--- src/rtl/de1_pkg.sv ---
// Shared definitions for the DE1 front-panel controller.
// Holds the display mode enum, active-low seven-segment glyph constants
// (bit order gfedcba), the nibble-to-glyph decoder and the switch mode decoder.
package de1_pkg;

  typedef enum logic [2:0] {
    MODE_ID,
    MODE_ECHO,
    MODE_MANUAL,
    MODE_AUTO,
    MODE_INVALID
  } mode_e;

  localparam logic [6:0] SEG_BLANK = 7'h7F;
  localparam logic [6:0] SEG_0 = 7'h40;
  localparam logic [6:0] SEG_1 = 7'h79;
  localparam logic [6:0] SEG_2 = 7'h24;
  localparam logic [6:0] SEG_3 = 7'h30;
  localparam logic [6:0] SEG_4 = 7'h19;
  localparam logic [6:0] SEG_5 = 7'h12;
  localparam logic [6:0] SEG_6 = 7'h02;
  localparam logic [6:0] SEG_7 = 7'h78;
  localparam logic [6:0] SEG_8 = 7'h00;
  localparam logic [6:0] SEG_9 = 7'h10;
  localparam logic [6:0] SEG_A = 7'h08;
  localparam logic [6:0] SEG_B = 7'h03;
  localparam logic [6:0] SEG_C = 7'h46;
  localparam logic [6:0] SEG_D = 7'h21;
  localparam logic [6:0] SEG_E = 7'h06;
  localparam logic [6:0] SEG_F = 7'h0E;

  function automatic logic [6:0] hex_to_seg(input logic [3:0] nib);
    logic [6:0] seg;
    case (nib)
      4'h0: seg = SEG_0;
      4'h1: seg = SEG_1;
      4'h2: seg = SEG_2;
      4'h3: seg = SEG_3;
      4'h4: seg = SEG_4;
      4'h5: seg = SEG_5;
      4'h6: seg = SEG_6;
      4'h7: seg = SEG_7;
      4'h8: seg = SEG_8;
      4'h9: seg = SEG_9;
      4'hA: seg = SEG_A;
      4'hB: seg = SEG_B;
      4'hC: seg = SEG_C;
      4'hD: seg = SEG_D;
      4'hE: seg = SEG_E;
      default: seg = SEG_F;
    endcase
    return seg;
  endfunction

  // One-hot style codes on sw[9:5]; anything else is treated as invalid.
  function automatic mode_e decode_mode(input logic [4:0] code);
    mode_e m;
    case (code)
      5'b00000: m = MODE_ID;
      5'b10000: m = MODE_ECHO;
      5'b01000: m = MODE_MANUAL;
      5'b00100: m = MODE_AUTO;
      default:  m = MODE_INVALID;
    endcase
    return m;
  endfunction

endpackage

--- src/rtl/de1_counter_display_if.sv ---
// Front-panel bundle of the DE1 board: slide switches and pushbuttons in,
// red/green LEDs and seven-segment digits out.
//   sw   [9:0]            slide switches (asynchronous)
//   key  [3:0]            pushbuttons, active-low, bouncing
//   ledr [9:0]            red LEDs
//   ledg [7:0]            green LEDs
//   hex  [7*NUM_DIGITS-1:0] active-low segments, digit i at [7i+6:7i]
// master = board / stimulus side, slave = the controller.
interface de1_counter_display_if #(
  parameter int NUM_DIGITS = 4
);
  logic [9:0]              sw;
  logic [3:0]              key;
  logic [9:0]              ledr;
  logic [7:0]              ledg;
  logic [7*NUM_DIGITS-1:0] hex;

  modport master (output sw, key, input ledr, ledg, hex);
  modport slave  (input sw, key, output ledr, ledg, hex);
endinterface

--- src/rtl/key_debounce.sv ---
// Pushbutton conditioner: 2-flop synchroniser, per-key stability counter and
// one-cycle press pulses.
//   clk_i, rst_i   clock and asynchronous active-high reset
//   key_n_i        raw active-low keys
//   pressed_o      accepted (debounced) state, 1 = pressed
//   press_o        one-cycle pulse on each accepted release->press transition
module key_debounce #(
  parameter int WIDTH           = 4,
  parameter int DEBOUNCE_CYCLES = 240000
) (
  input  logic             clk_i,
  input  logic             rst_i,
  input  logic [WIDTH-1:0] key_n_i,
  output logic [WIDTH-1:0] pressed_o,
  output logic [WIDTH-1:0] press_o
);
  localparam int            CW   = $clog2(DEBOUNCE_CYCLES + 1);
  localparam logic [CW-1:0] LAST = CW'(DEBOUNCE_CYCLES - 1);

  logic [WIDTH-1:0] meta_q, sync_q;
  logic [WIDTH-1:0] raw;
  logic [WIDTH-1:0] acc_q, acc_d, acc_dly_q, press_q;
  logic [CW-1:0]    cnt_q [WIDTH];
  logic [CW-1:0]    cnt_d [WIDTH];

  assign raw = ~sync_q;

  always_ff @(posedge clk_i or posedge rst_i) begin
    if (rst_i) begin
      // Synchroniser resets to "released" so no phantom edge appears.
      meta_q    <= '1;
      sync_q    <= '1;
      acc_q     <= '0;
      acc_dly_q <= '0;
      press_q   <= '0;
      for (int i = 0; i < WIDTH; i++) cnt_q[i] <= '0;
    end else begin
      meta_q    <= key_n_i;
      sync_q    <= meta_q;
      acc_q     <= acc_d;
      acc_dly_q <= acc_q;
      press_q   <= acc_q & ~acc_dly_q;
      for (int i = 0; i < WIDTH; i++) cnt_q[i] <= cnt_d[i];
    end
  end

  // Counter tracks consecutive samples that disagree with the accepted level;
  // any agreeing sample restarts it, so short bounces never get through.
  always_comb begin
    acc_d = acc_q;
    for (int i = 0; i < WIDTH; i++) begin
      cnt_d[i] = '0;
      if (raw[i] != acc_q[i]) begin
        if (cnt_q[i] == LAST) acc_d[i] = raw[i];
        else                  cnt_d[i] = cnt_q[i] + CW'(1);
      end
    end
  end

  assign pressed_o = acc_q;
  assign press_o   = press_q;

endmodule

--- src/rtl/de1_counter_display.sv ---
// DE1 front-panel controller: decodes a display mode from sw[9:5] and drives
// the seven-segment digits and LEDs from a class ID, a switch echo, or a
// shared counter (key-stepped or prescaler-ticked).
//   clock  board clock, single domain
//   reset  asynchronous active-high reset
//   pnl    front-panel bundle (slave side): sw, key in; ledr, ledg, hex out
module de1_counter_display
  import de1_pkg::*;
#(
  parameter int          CNT_WIDTH       = 16,
  parameter int          NUM_DIGITS      = 4,
  parameter int          DEBOUNCE_CYCLES = 240000,
  parameter int          TICK_CYCLES     = 24000000,
  parameter logic [15:0] CLASS_ID        = 16'h0076
) (
  input logic            clock,
  input logic            reset,
  de1_counter_display_if.slave pnl
);
  localparam int            PW        = $clog2(TICK_CYCLES + 1);
  localparam logic [PW-1:0] TICK_LAST = PW'(TICK_CYCLES - 1);
  localparam int            ID_DIGITS = (NUM_DIGITS < 4) ? NUM_DIGITS : 4;
  localparam int            DW        = 4 * NUM_DIGITS;

  logic [9:0]            sw_meta_q, sw_q;
  mode_e                 mode;
  logic [3:0]            pressed, press;
  logic                  unused_key3;
  logic [CNT_WIDTH-1:0]  count_q, count_d;
  logic                  wrap_q, wrap_d;
  logic [PW-1:0]         presc_q, presc_d;
  logic                  tick_q, tick_d, tgl_q;
  logic                  run, clr, ld, stp;
  logic [DW-1:0]         disp;
  logic [7:0]            cnt_lo;
  logic [9:0]            ledr_q, ledr_d;
  logic [7:0]            ledg_q, ledg_d;
  logic [7*NUM_DIGITS-1:0] hex_q, hex_d;

  function automatic logic [7*NUM_DIGITS-1:0] id_hex();
    logic [7*NUM_DIGITS-1:0] r;
    r = '1;
    for (int i = 0; i < ID_DIGITS; i++) r[7*i +: 7] = hex_to_seg(CLASS_ID[4*i +: 4]);
    return r;
  endfunction

  key_debounce #(
    .WIDTH          (4),
    .DEBOUNCE_CYCLES(DEBOUNCE_CYCLES)
  ) u_key_debounce (
    .clk_i    (clock),
    .rst_i    (reset),
    .key_n_i  (pnl.key),
    .pressed_o(pressed),
    .press_o  (press)
  );

  // key3 has no press action in any mode; only its level reaches ledg.
  assign unused_key3 = press[3];

  assign mode = decode_mode(sw_q[9:5]);

  // Counter view zero-extended or truncated to what the digits / LEDs can show.
  if (CNT_WIDTH >= DW) begin : g_disp_trunc
    assign disp = count_q[DW-1:0];
  end else begin : g_disp_ext
    assign disp = {{(DW - CNT_WIDTH){1'b0}}, count_q};
  end
  if (CNT_WIDTH >= 8) begin : g_lo_trunc
    assign cnt_lo = count_q[7:0];
  end else begin : g_lo_ext
    assign cnt_lo = {{(8 - CNT_WIDTH){1'b0}}, count_q};
  end

  // Counter, wrap flag and prescaler next state.
  always_comb begin
    run     = (mode == MODE_AUTO) && sw_q[1];
    presc_d = '0;
    tick_d  = 1'b0;
    if (run) begin
      if (presc_q == TICK_LAST) tick_d = 1'b1;
      else                      presc_d = presc_q + PW'(1);
    end

    // Presses in modes that do not use that key fall through untouched.
    clr = ((mode == MODE_MANUAL) || (mode == MODE_AUTO)) && press[1];
    ld  = (mode == MODE_AUTO) && press[2];
    stp = ((mode == MODE_MANUAL) && press[0]) || ((mode == MODE_AUTO) && tick_q);

    count_d = count_q;
    wrap_d  = wrap_q;
    if (clr) begin
      count_d = '0;
      wrap_d  = 1'b0;
    end else if (ld) begin
      count_d = {{(CNT_WIDTH - 3){1'b0}}, sw_q[4:2]};
      wrap_d  = 1'b0;
    end else if (stp) begin
      if (sw_q[0]) begin
        count_d = count_q - CNT_WIDTH'(1);
        if (count_q == '0) wrap_d = 1'b1;
      end else begin
        count_d = count_q + CNT_WIDTH'(1);
        if (count_q == '1) wrap_d = 1'b1;
      end
    end
  end

  // Display / LED mux feeding the output registers.
  always_comb begin
    hex_d = '1;
    case (mode)
      MODE_ID: hex_d = id_hex();
      MODE_ECHO: begin
        for (int i = 0; i < NUM_DIGITS; i++) hex_d[7*i +: 7] = SEG_0;
        hex_d[6:0] = hex_to_seg(sw_q[3:0]);
      end
      MODE_MANUAL, MODE_AUTO: begin
        for (int i = 0; i < NUM_DIGITS; i++) hex_d[7*i +: 7] = hex_to_seg(disp[4*i +: 4]);
      end
      default: begin
        for (int i = 0; i < NUM_DIGITS; i++) hex_d[7*i +: 7] = SEG_BLANK;
      end
    endcase
    ledr_d = {(mode == MODE_INVALID), wrap_q, cnt_lo};
    ledg_d = {tgl_q, 3'b000, pressed};
  end

  always_ff @(posedge clock or posedge reset) begin
    if (reset) begin
      sw_meta_q <= '0;
      sw_q      <= '0;
      count_q   <= '0;
      wrap_q    <= 1'b0;
      presc_q   <= '0;
      tick_q    <= 1'b0;
      tgl_q     <= 1'b0;
      ledr_q    <= '0;
      ledg_q    <= '0;
      hex_q     <= id_hex();
    end else begin
      sw_meta_q <= pnl.sw;
      sw_q      <= sw_meta_q;
      count_q   <= count_d;
      wrap_q    <= wrap_d;
      presc_q   <= presc_d;
      tick_q    <= tick_d;
      tgl_q     <= tgl_q ^ tick_q;
      ledr_q    <= ledr_d;
      ledg_q    <= ledg_d;
      hex_q     <= hex_d;
    end
  end

  assign pnl.ledr = ledr_q;
  assign pnl.ledg = ledg_q;
  assign pnl.hex  = hex_q;

endmodule

--- src/flat_wrapper.sv ---
// flat-port wrapper written by rule: the top's interface ports become plain ports
module de1_counter_display_flat import de1_pkg::*;
#(
  parameter int          CNT_WIDTH       = 16,
  parameter int          NUM_DIGITS      = 4,
  parameter int          DEBOUNCE_CYCLES = 240000,
  parameter int          TICK_CYCLES     = 24000000,
  parameter logic [15:0] CLASS_ID        = 16'h0076
)
  (clock, reset, pnl_sw, pnl_key, pnl_ledr, pnl_ledg, pnl_hex);
  de1_counter_display_if #(.NUM_DIGITS(NUM_DIGITS)) pnl_i ();
  input logic clock;
  input logic reset;
  input wire logic [$bits(pnl_i.sw)-1:0] pnl_sw;
  input wire logic [$bits(pnl_i.key)-1:0] pnl_key;
  output wire logic [$bits(pnl_i.ledr)-1:0] pnl_ledr;
  output wire logic [$bits(pnl_i.ledg)-1:0] pnl_ledg;
  output wire logic [$bits(pnl_i.hex)-1:0] pnl_hex;
  assign pnl_i.sw = pnl_sw;
  assign pnl_i.key = pnl_key;
  assign pnl_ledr = pnl_i.ledr;
  assign pnl_ledg = pnl_i.ledg;
  assign pnl_hex = pnl_i.hex;
  de1_counter_display #(.CNT_WIDTH(CNT_WIDTH), .NUM_DIGITS(NUM_DIGITS), .DEBOUNCE_CYCLES(DEBOUNCE_CYCLES), .TICK_CYCLES(TICK_CYCLES), .CLASS_ID(CLASS_ID)) u_core (.clock(clock), .reset(reset), .pnl(pnl_i));
endmodule
--- config.mk ---
export PLATFORM = sky130hd
export DESIGN_NAME = de1_counter_display_flat
export DESIGN_NICKNAME = d
export VERILOG_FILES = /design/src/rtl/de1_pkg.sv /design/src/rtl/de1_counter_display_if.sv /design/src/rtl/key_debounce.sv /design/src/rtl/de1_counter_display.sv /design/src/flat_wrapper.sv
export SDC_FILE = /design/constraint.sdc
export NUM_CORES = 1
export LEC_CHECK = 0
export ABC_AREA = 1
export CELL_PAD_IN_SITES_DETAIL_PLACEMENT = 0
export CELL_PAD_IN_SITES_GLOBAL_PLACEMENT = 1
export CORE_MARGIN = 2
export CORE_UTILIZATION = 40
export DETAILED_ROUTE_END_ITERATION = 16
export PLACE_DENSITY_LB_ADDON = 0.1
export SYNTH_ARGS = -nofsm -noshare
export SYNTH_HDL_FRONTEND = slang
export SYNTH_SLANG_ARGS = --single-unit
export TNS_END_PERCENT = 10
--- constraint.sdc ---
create_clock -name clock -period 8.55 [get_ports clock]
set_clock_uncertainty 0.15 [all_clocks]
set_input_delay 2.1375 -clock clock [delete_from_list [all_inputs] [get_ports clock]]
set_output_delay 2.1375 -clock clock [all_outputs]
set_load 0.05 [all_outputs]
==> results of run 1 <==
per-layer routing:
layer / part of all wire [%] / wire length, microns / vias to the layer above / global-route usage (%)
met3: 2.5 / 655 / 20 / 2.38
li1: - / - / 4586 / -
met2: 46 / 11900 / 150 / 31.1
met1: 50 / 12900 / 4131 / 26.5
met4: 1.1 / 295 / 0 / 5.02
met5: 0 / 0 / - / 0
cell families (layout without fill, tap and decap cells):
family	count (synthesis)	count (layout)
xor gates and xnor gates	58	58
buffers and inverters	182	252
and+or+nand+nor	805	805
DFF	194	194
other	1	3
adders and majority gates	54	54
AOI/OAI and AO/OA	100	100
metrics by stage:
step	hold slack, ps	area [sq um]	worst slack [ps]	utilization [%]	std cells
after floorplan	181	10800	1000	-	1396
after global placement	184	11700	4280	44.0	1775
after detailed placement	185	11700	4250	44.0	1775
after CTS	201	12400	4490	46.2	1807
after global routing	209	12400	4470	46.2	1807
final	200	12400	4520	46.2	1807
registers in the layout (all words and copies together), names as in the netlist:
signal / cells
u_core.u_key_debounce.press_o: 3
u_core.count_q: 16
u_core.u_key_debounce.meta_q: 4
u_core.sw_meta_q: 10
u_core.u_key_debounce.sync_q: 4
u_core.tgl_q: 1
u_core.presc_q: 25
u_core.tick_q: 1
u_core.sw_q: 10
u_core.pnl.ledg: 3
u_core.pnl.hex: 28
u_core.u_key_debounce.cnt_q: 72
u_core.u_key_debounce.acc_dly_q: 2
u_core.wrap_q: 1
u_core.pnl.ledr: 10
u_core.u_key_debounce.pressed_o: 4
how the worst max path moves through the flow:
stage,from,to,cells past startpoint
floorplan,reset,u_core.count_q[0]$_DFFE_PP0P_,1
global placement,reset,u_core.sw_q[6]$_DFF_PP0_,3
detailed placement,reset,u_core.sw_q[6]$_DFF_PP0_,3
CTS,u_core.pnl.hex[20]$_DFF_PP1_,pnl_hex[20],1
global route,u_core.pnl.hex[10]$_DFF_PP1_,pnl_hex[10],1
finish,u_core.pnl.hex[11]$_DFF_PP1_,pnl_hex[11],1
cell type report:
class / instances / area share [%]
clock buffers: 21 / 3.73
well taps: 341 / 3.45
clock inverters: 11 / 1.15
multi-input cells: 1020 / 42.5
inverters: 161 / 4.95
flip-flops and latches: 194 / 39.5
repair buffers: 59 / 4.76
report_power, final:
part | internal (uW) | leakage, uW | total [uW] | switching [uW]
clock | 455 | 0.000296 | 817 | 362
combinational | 33.3 | 0.00273 | 115 | 81.6
sequential | 937 | 0.00251 | 951 | 14.4
total | 1430 | 0.00553 | 1880 | 458
placed cells by master (no fill, tap or decap), drive strengths merged, types with 17 or more instances in the layout:
master / synthesis / routed
a21oi: 21 / 21
clkbuf: 10 / 21
clkdlybuf4s50: 0 / 58
dfrtp: 179 / 179
ha: 53 / 53
inv: 159 / 164
nand2: 347 / 347
nand3: 131 / 131
nand4: 34 / 34
nor2: 236 / 236
nor3: 37 / 37
o21ai: 52 / 52
xnor2: 17 / 17
xor2: 41 / 41
==> results.yml, run 1 <==
min_path:
  holdPathStages: 0
  hold_class: "reg -> reg"
  hp-start: "u_core.sw_meta_q[0]$_DFF_PP0_"
  holdPathEnd: "u_core.sw_q[0]$_DFF_PP0_"
clock_network:
  cts_root_buf: "clkbuf_16"
  cts-htree-levels: 4
  clkLatencyLatePin_ps: 430
  clk_pin_slew_ps: 70
  cts_tree: "built"
  cts_hold_buf: 0
  cts_setup_buffers: 0
  cts.sinks: 194
  cts_made_buffers: 17
  cts_resized: 0
  clock_path_buffers: 2
logic_synthesis:
  netlist_area_sq_um: 10800
  synth_compound_area_share_pct: 5.23
  synth-adder-area-share_pct: 6.31
  synth_xor_area_share_pct: 4.70
  synth_cells: 1394
  yosys-top-cells-count: "nand2_1 (345), nor2_1 (234), dfrtp_1 (179)"
  synth_top_family_by_area: "simple AND/OR/NAND/NOR gates"
  synth_top_area_cell: "dfrtp_1"
  synth-seq-cells: 194
  ys.flop_type: "dfrtp_1"
  ys_seq_area_share_pct: 45.0
  yosysMostFrequentCell: "nand2_1"
  async_reset_ff_share_pct: 100
  synth_cell_type_count: 44
  synthMuxAreaShare_pct: 0
  yosysWarnings: 0
  netlist.area_leader.share_pct: 41.4
  syn_avg_cell_area_sq_um: 7.76
  synth_area_leaders: "dfrtp_1 (41%), nand2_1 (12%), nor2_1 (8.1%)"
  synth_edf_count: 0
  synth-simple-area-share_pct: 32.2
setup_path:
  reg2reg_to: "u_core.count_q[13]$_DFFE_PP0P_"
  crit_arrival_ps: 1740
  path_delay_family: "buffers and inverters"
  critical_path_class: "reg -> out"
  cp-end-kind: "output pin"
  crit_required_ps: 6260
  rrSetupSlack_ps: 6060
  slowest_stage: "clkdlybuf4s50_1"
  critical_path.startpoint_type: "register"
  rr_worst_depth: 8
  reg2reg_from: "u_core.sw_q[0]$_DFF_PP0_"
  crit_buf_inv: 1
  crit_fanout: 1
  path_cells: "clkdlybuf4s50_1"
  max_stage_delay_ps: 790
final_layout:
  multi_input_area_sq_um: 5250
  drive_gt1_share_pct: 5.12
  nNetsFinal: 1523
  area_delta_synth_final_pct: 14.2
  diodes: 0
  seq_area_sq_um: 4870
  nFillCells: 2680
sta:
  period_share_pct: 47.1
  final_max_slew_viol_count: 0
  fin_tns_setup_ps: 0
  max_freq_ghz: 0.248
  setup_violations: 0
  tightest_slew_ps: 1070
  hold_viol: 0
  finalCriticalPeriod_ps: 4030
  grt_setup_unrepaired: "false"
  slew-limit-headroom_pct: 28.6
drt:
  drt_first_iter_violations: 539
  first_pass_iters: 5
  vias_per_cell: 4.92
  vias: 8887
  ant_nets: 0
  drc: 0
  wire_per_inst_microns: 14.2
  routed_wl_mm: 25.7
power:
  p_per_area_nw_per_um2: 152
  p_total_uw: 1880
  leakage_uw: 0.00553
  ir_drop_uv: 110
global_routing:
  gr-usage-all-layers_pct: 18.9
  grt_overflow: 0
  grt_first_pass_wirelength_mm: 43.2
  grt_max_degree: 146
  grt_pass1_vias: 8546
  antenna_found_initial: 0
placed_design:
  dpl.hpwl_mm: 19.4
  port_buffers: 58
  routabilityCongestion: 0.871
die:
  die_w_microns: 168
  dieArea_sq_um: 28400
  io_pins: 62
  die_y_microns: 168
  start_util_pct: 40.5
  coreArea_sq_um: 26700
  num_rows: 60
flow_run:
  cap_viol_max_count: 0
status:
  status: "completed"
Power figures use the tool's default switching activity.
==> inputs of run 2 (changes only) <==
clock period = 3.5 ns   (was 8.55 ns; I/O delays follow)
==> results.yml, run 2 (synthesis results as in run 1) <==
setup_path:
  worst-path-stages: 1
  cp-end-kind: "output pin"
  path_delay_family: "buffers and inverters"
  critical_path_class: "reg -> out"
  crit_required_ps: 2470
  crit_fanout: 1
  crit_arrival_ps: 1740
  max_stage_delay_ps: 790
  path_cells: "clkdlybuf4s50_1"
  slowest_stage: "clkdlybuf4s50_1"
  critical_path.startpoint_type: "register"
  rr_worst_depth: 8
  crit_buf_inv: 1
sta:
  setup_ws_ps: 734
  grt_setup_unrepaired: "false"
  slew-limit-headroom_pct: 45.5
  setup_violations: 0
  finalCriticalPeriod_ps: 2770
  max_freq_ghz: 0.362
  period_share_pct: 79.0
  final_max_slew_viol_count: 0
  hold_viol: 0
  tightest_slew_ps: 817
die:
  num_rows: 60
  coreArea_sq_um: 26700
  die_y_microns: 168
  dieArea_sq_um: 28400
  start_util_pct: 40.5
  io_pins: 62
  die_w_microns: 168
placed_design:
  dpl.hpwl_mm: 20.0
  port_buffers: 58
  pre_cts_ws_ps: 1100
  routabilityCongestion: 0.861
drt:
  drc: 0
  vias: 8952
  first_pass_iters: 5
  ant_nets: 0
  vias_per_cell: 4.93
  wire_per_inst_microns: 14.4
  drt_first_iter_violations: 487
  routed_wl_mm: 26.2
final_layout:
  nNetsFinal: 1533
  nFillCells: 2647
  regMostFlops: "u_core.u_key_debounce.cnt_q"
  finalCoreUtilization_pct: 46.8
  diodes: 0
  final_cell_mix: "nand2_1 (345), nor2_1 (234), dfrtp_1 (179)"
  drive_gt1_share_pct: 5.89
  final_common_cell: "nand2_1"
  largest_reg_flops: 72
  area_delta_synth_final_pct: 15.6
global_routing:
  met3_usage_pct: 2.60
  grt_max_degree: 66
  grt_overflow: 0
  grt_pass1_vias: 8867
  globalRouteMet1Util_pct: 26.8
  gr-max-usage-layer: "met2"
  use_met2_pct: 32.6
  gr-usage-all-layers_pct: 19.5
  antenna_found_initial: 0
  grt_first_pass_wirelength_mm: 44.4
min_path:
  holdPathStages: 0
  hold_class: "reg -> reg"
clock_network:
  cts_tree: "built"
  cts_made_buffers: 17
  cts_setup_buffers: 0
  cts-htree-levels: 4
  cts_hold_buf: 0
  clkLatencyLatePin_ps: 430
  cts_root_buf: "clkbuf_16"
  cts_resized: 0
  clk_pin_slew_ps: 80
  cts.sinks: 194
  clock_path_buffers: 2
power:
  p_per_area_nw_per_um2: 373
  ir_drop_uv: 311
  leakage_uw: 0.00560
flow_run:
  cap_viol_max_count: 0
status:
  status: "completed"
[run 2: metal layers]
layer / vias up / wire (microns)
li1: 4602 / -
met1: 4163 / 12700
met2: 169 / 12300
met3: 18 / 813
met4: 0 / 354
met5: - / 0
[run 2: final cells by class]
type	instances	area, sq um	area share (%)
multi-input cells	1020	5250	42.0
inverters	161	608	4.86
clock inverters	15	210	1.68
well taps	341	427	3.41
flip-flops and latches	194	4870	39.0
repair buffers	69	713	5.70
clock buffers	17	425	3.40
[run 2: path summary, 6_finish.rpt]
kind | slack, ps | startpoint | endpoint
min in group asynchronous | 650 | reset | u_core.u_key_debounce.press_o[2]$_DFF_PP0_
hold / removal | 200 | u_core.sw_meta_q[3]$_DFF_PP0_ | u_core.sw_q[3]$_DFF_PP0_
hold reg to reg | 200 | u_core.sw_meta_q[3]$_DFF_PP0_ | u_core.sw_q[3]$_DFF_PP0_
max in group asynchronous | 1750 | reset | u_core.u_key_debounce.sync_q[1]$_DFF_PP1_
setup reg to reg | 1100 | u_core.sw_q[0]$_DFF_PP0_ | u_core.count_q[15]$_DFFE_PP0P_
setup / recovery | 730 | u_core.pnl.hex[1]$_DFF_PP1_ | pnl_hex[1]
[run 2: where the power goes]
part / internal (uW) / switching [uW]
sequential: 2290 / 35.0
clock: 1050 / 1000
combinational: 94.8 / 202
[run 2: stage by stage]
step / std cells / setup TNS, ps / hold WS (ps) / cell area, sq um / total power (uW)
floorplan: 1396 / -3070 / 181 / 10800 / 2550
global placement: 1785 / 0 / 183 / 11900 / 2670
detailed placement: 1785 / 0 / 185 / 11900 / 2670
CTS: 1817 / 0 / 203 / 12500 / 4760
global route: 1817 / 0 / 207 / 12500 / 4880
finish: 1817 / 0 / 202 / 12500 / 4670
==> inputs of run 3 (changes only) <==
clock period = 2.38 ns   (was 3.5 ns; I/O delays follow)
==> results.yml, run 3 (synthesis results as in run 1) <==
status:
  status: "completed"
die:
  dieArea_sq_um: 28400
  num_rows: 60
  start_util_pct: 40.5
  io_pins: 62
  coreArea_sq_um: 26700
  die_w_microns: 168
  die_y_microns: 168
final_layout:
  drive_gt1_share_pct: 7.38
  finalCoreUtilization_pct: 47.0
  area_delta_synth_final_pct: 16.2
  regMostFlops: "u_core.u_key_debounce.cnt_q"
  fin_area_sq_um: 12600
  nFillCells: 2700
  diodes: 0
  nNetsFinal: 1547
  largest_reg_flops: 72
  final_common_cell: "nand2_1"
  final_cell_mix: "nand2_1 (345), nor2_1 (234), dfrtp_1 (179)"
power:
  p_seq_share_pct: 50.3
  leakage_uw: 0.00570
  p_int_uw: 5040
  pwr-share-comb_pct: 6.5
  ir_drop_uv: 438
  p_clk_share_pct: 43.2
  power_switching_uw: 1750
  p_sw_share_pct: 25.7
  p_per_area_nw_per_um2: 540
  p_total_uw: 6790
clock_network:
  clkLatencyLatePin_ps: 440
  cts_made_buffers: 17
  cts_root_buf: "clkbuf_16"
  cts.sinks: 194
  cts-htree-levels: 4
  clk_pin_slew_ps: 70
  cts_hold_buf: 0
  clock_path_buffers: 2
  cts_tree: "built"
global_routing:
  gr-max-usage-layer: "met2"
  gr-usage-all-layers_pct: 19.8
  antenna_found_initial: 0
  grt_pass1_vias: 8993
  grt_overflow: 0
  met3_usage_pct: 2.76
  grt_max_degree: 92
  globalRouteMet1Util_pct: 27.4
  use_met2_pct: 32.7
  grt_first_pass_wirelength_mm: 45.3
placed_design:
  dpl.hpwl_mm: 20.1
  port_buffers: 58
  routabilityCongestion: 0.883
  placed_area_sq_um: 12000
drt:
  drt_first_iter_violations: 687
  drc: 0
  vias_per_cell: 4.98
  wire_per_inst_microns: 14.5
  first_pass_iters: 5
  vias: 9115
  ant_nets: 0
  routed_wl_mm: 26.6
sta:
  max_freq_ghz: 0.431
  hold_viol: 0
  slew-limit-headroom_pct: 61.9
  grt_setup_unrepaired: "false"
  period_share_pct: 97.6
  finalCriticalPeriod_ps: 2320
  fin_tns_setup_ps: 0
  final_max_slew_viol_count: 0
  setup_violations: 0
  tightest_slew_ps: 566
flow_run:
  cap_viol_max_count: 0
setup_path:
  path_delay_family: "buffers and inverters"
  max_stage_delay_ps: 820
  slowest_stage: "clkdlybuf4s50_1"
  critical_path_class: "reg -> out"
  path_cells: "clkdlybuf4s50_1"
  critical_path.startpoint_type: "register"
  crit_required_ps: 1630
  crit_arrival_ps: 1580
  cp-end-kind: "output pin"
  crit_fanout: 1
  crit_buf_inv: 1
min_path:
  hold_class: "reg -> reg"
==> run 3: final timing paths <==
| path | startpoint | end | slack [ps] | cells past startpoint |
|---|---|---|---|---|
| max | u_core.pnl.hex[14]$_DFF_PP0_ | pnl_hex[14] | 60 | 1 |
| max reg2reg | u_core.presc_q[0]$_DFF_PP0_ | u_core.presc_q[18]$_DFF_PP0_ | 240 | 8 |
| min in group asynchronous | reset | u_core.u_key_debounce.pressed_o[2]$_DFFE_PP0P_ | 430 | 3 |
| min reg2reg | u_core.sw_meta_q[7]$_DFF_PP0_ | u_core.sw_q[7]$_DFF_PP0_ | 200 | 0 |
| min | u_core.sw_meta_q[7]$_DFF_PP0_ | u_core.sw_q[7]$_DFF_PP0_ | 200 | 0 |
| max in group asynchronous | reset | u_core.u_key_debounce.meta_q[0]$_DFF_PP1_ | 1110 | 3 |
==> run 3: per-stage QoR <==
step | setup WS [ps] | hold slack (ps) | std cells
CTS | 25.9 | 201 | 1831
global placement | 293 | 182 | 1799
floorplan | -857 | 181 | 1396
detailed placement | 278 | 185 | 1799
global route | 1.04 | 207 | 1831
finish | 58.1 | 198 | 1831
==> run 3: routing by layer <==
layer | vias to the layer above | part of all wire (%)
li1 | 4624 | -
met1 | 4292 | 48
met2 | 173 | 47
met3 | 26 | 3.4
met4 | 0 | 1.4
met5 | - | 0
==> run 3: power by group through the flow <==
stage / clock (uW) / combinational [uW] / sequential [uW]
4_1_cts: 3030 / 453 / 3410
3_5_place_dp: 0 / 453 / 3480
6_report: 2930 / 442 / 3410
3_3_place_gp: 0 / 454 / 3470
2_1_floorplan: 0 / 206 / 3550
5_1_grt: 3190 / 495 / 3420
==> run 3: layout make-up <==
| cell class | count | area (sq um) | area share (%) |
|---|---|---|---|
| multi-input combinational | 1020 | 5250 | 41.7 |
| clock inverter | 14 | 164 | 1.30 |
| tap | 341 | 427 | 3.39 |
| inverter | 161 | 608 | 4.84 |
| timing repair buffer | 83 | 813 | 6.47 |
| clock buffer | 18 | 439 | 3.49 |
| sequential | 194 | 4870 | 38.8 |
==> run 3: timing repair <==
action,4_1_cts,5_1_grt
cloned,0,0
buffers inserted,0,0
endpoints found under the setup margin,2,3
pin swaps,0,0
endpoints found under the hold margin,0,0
gates resized for setup,2,3
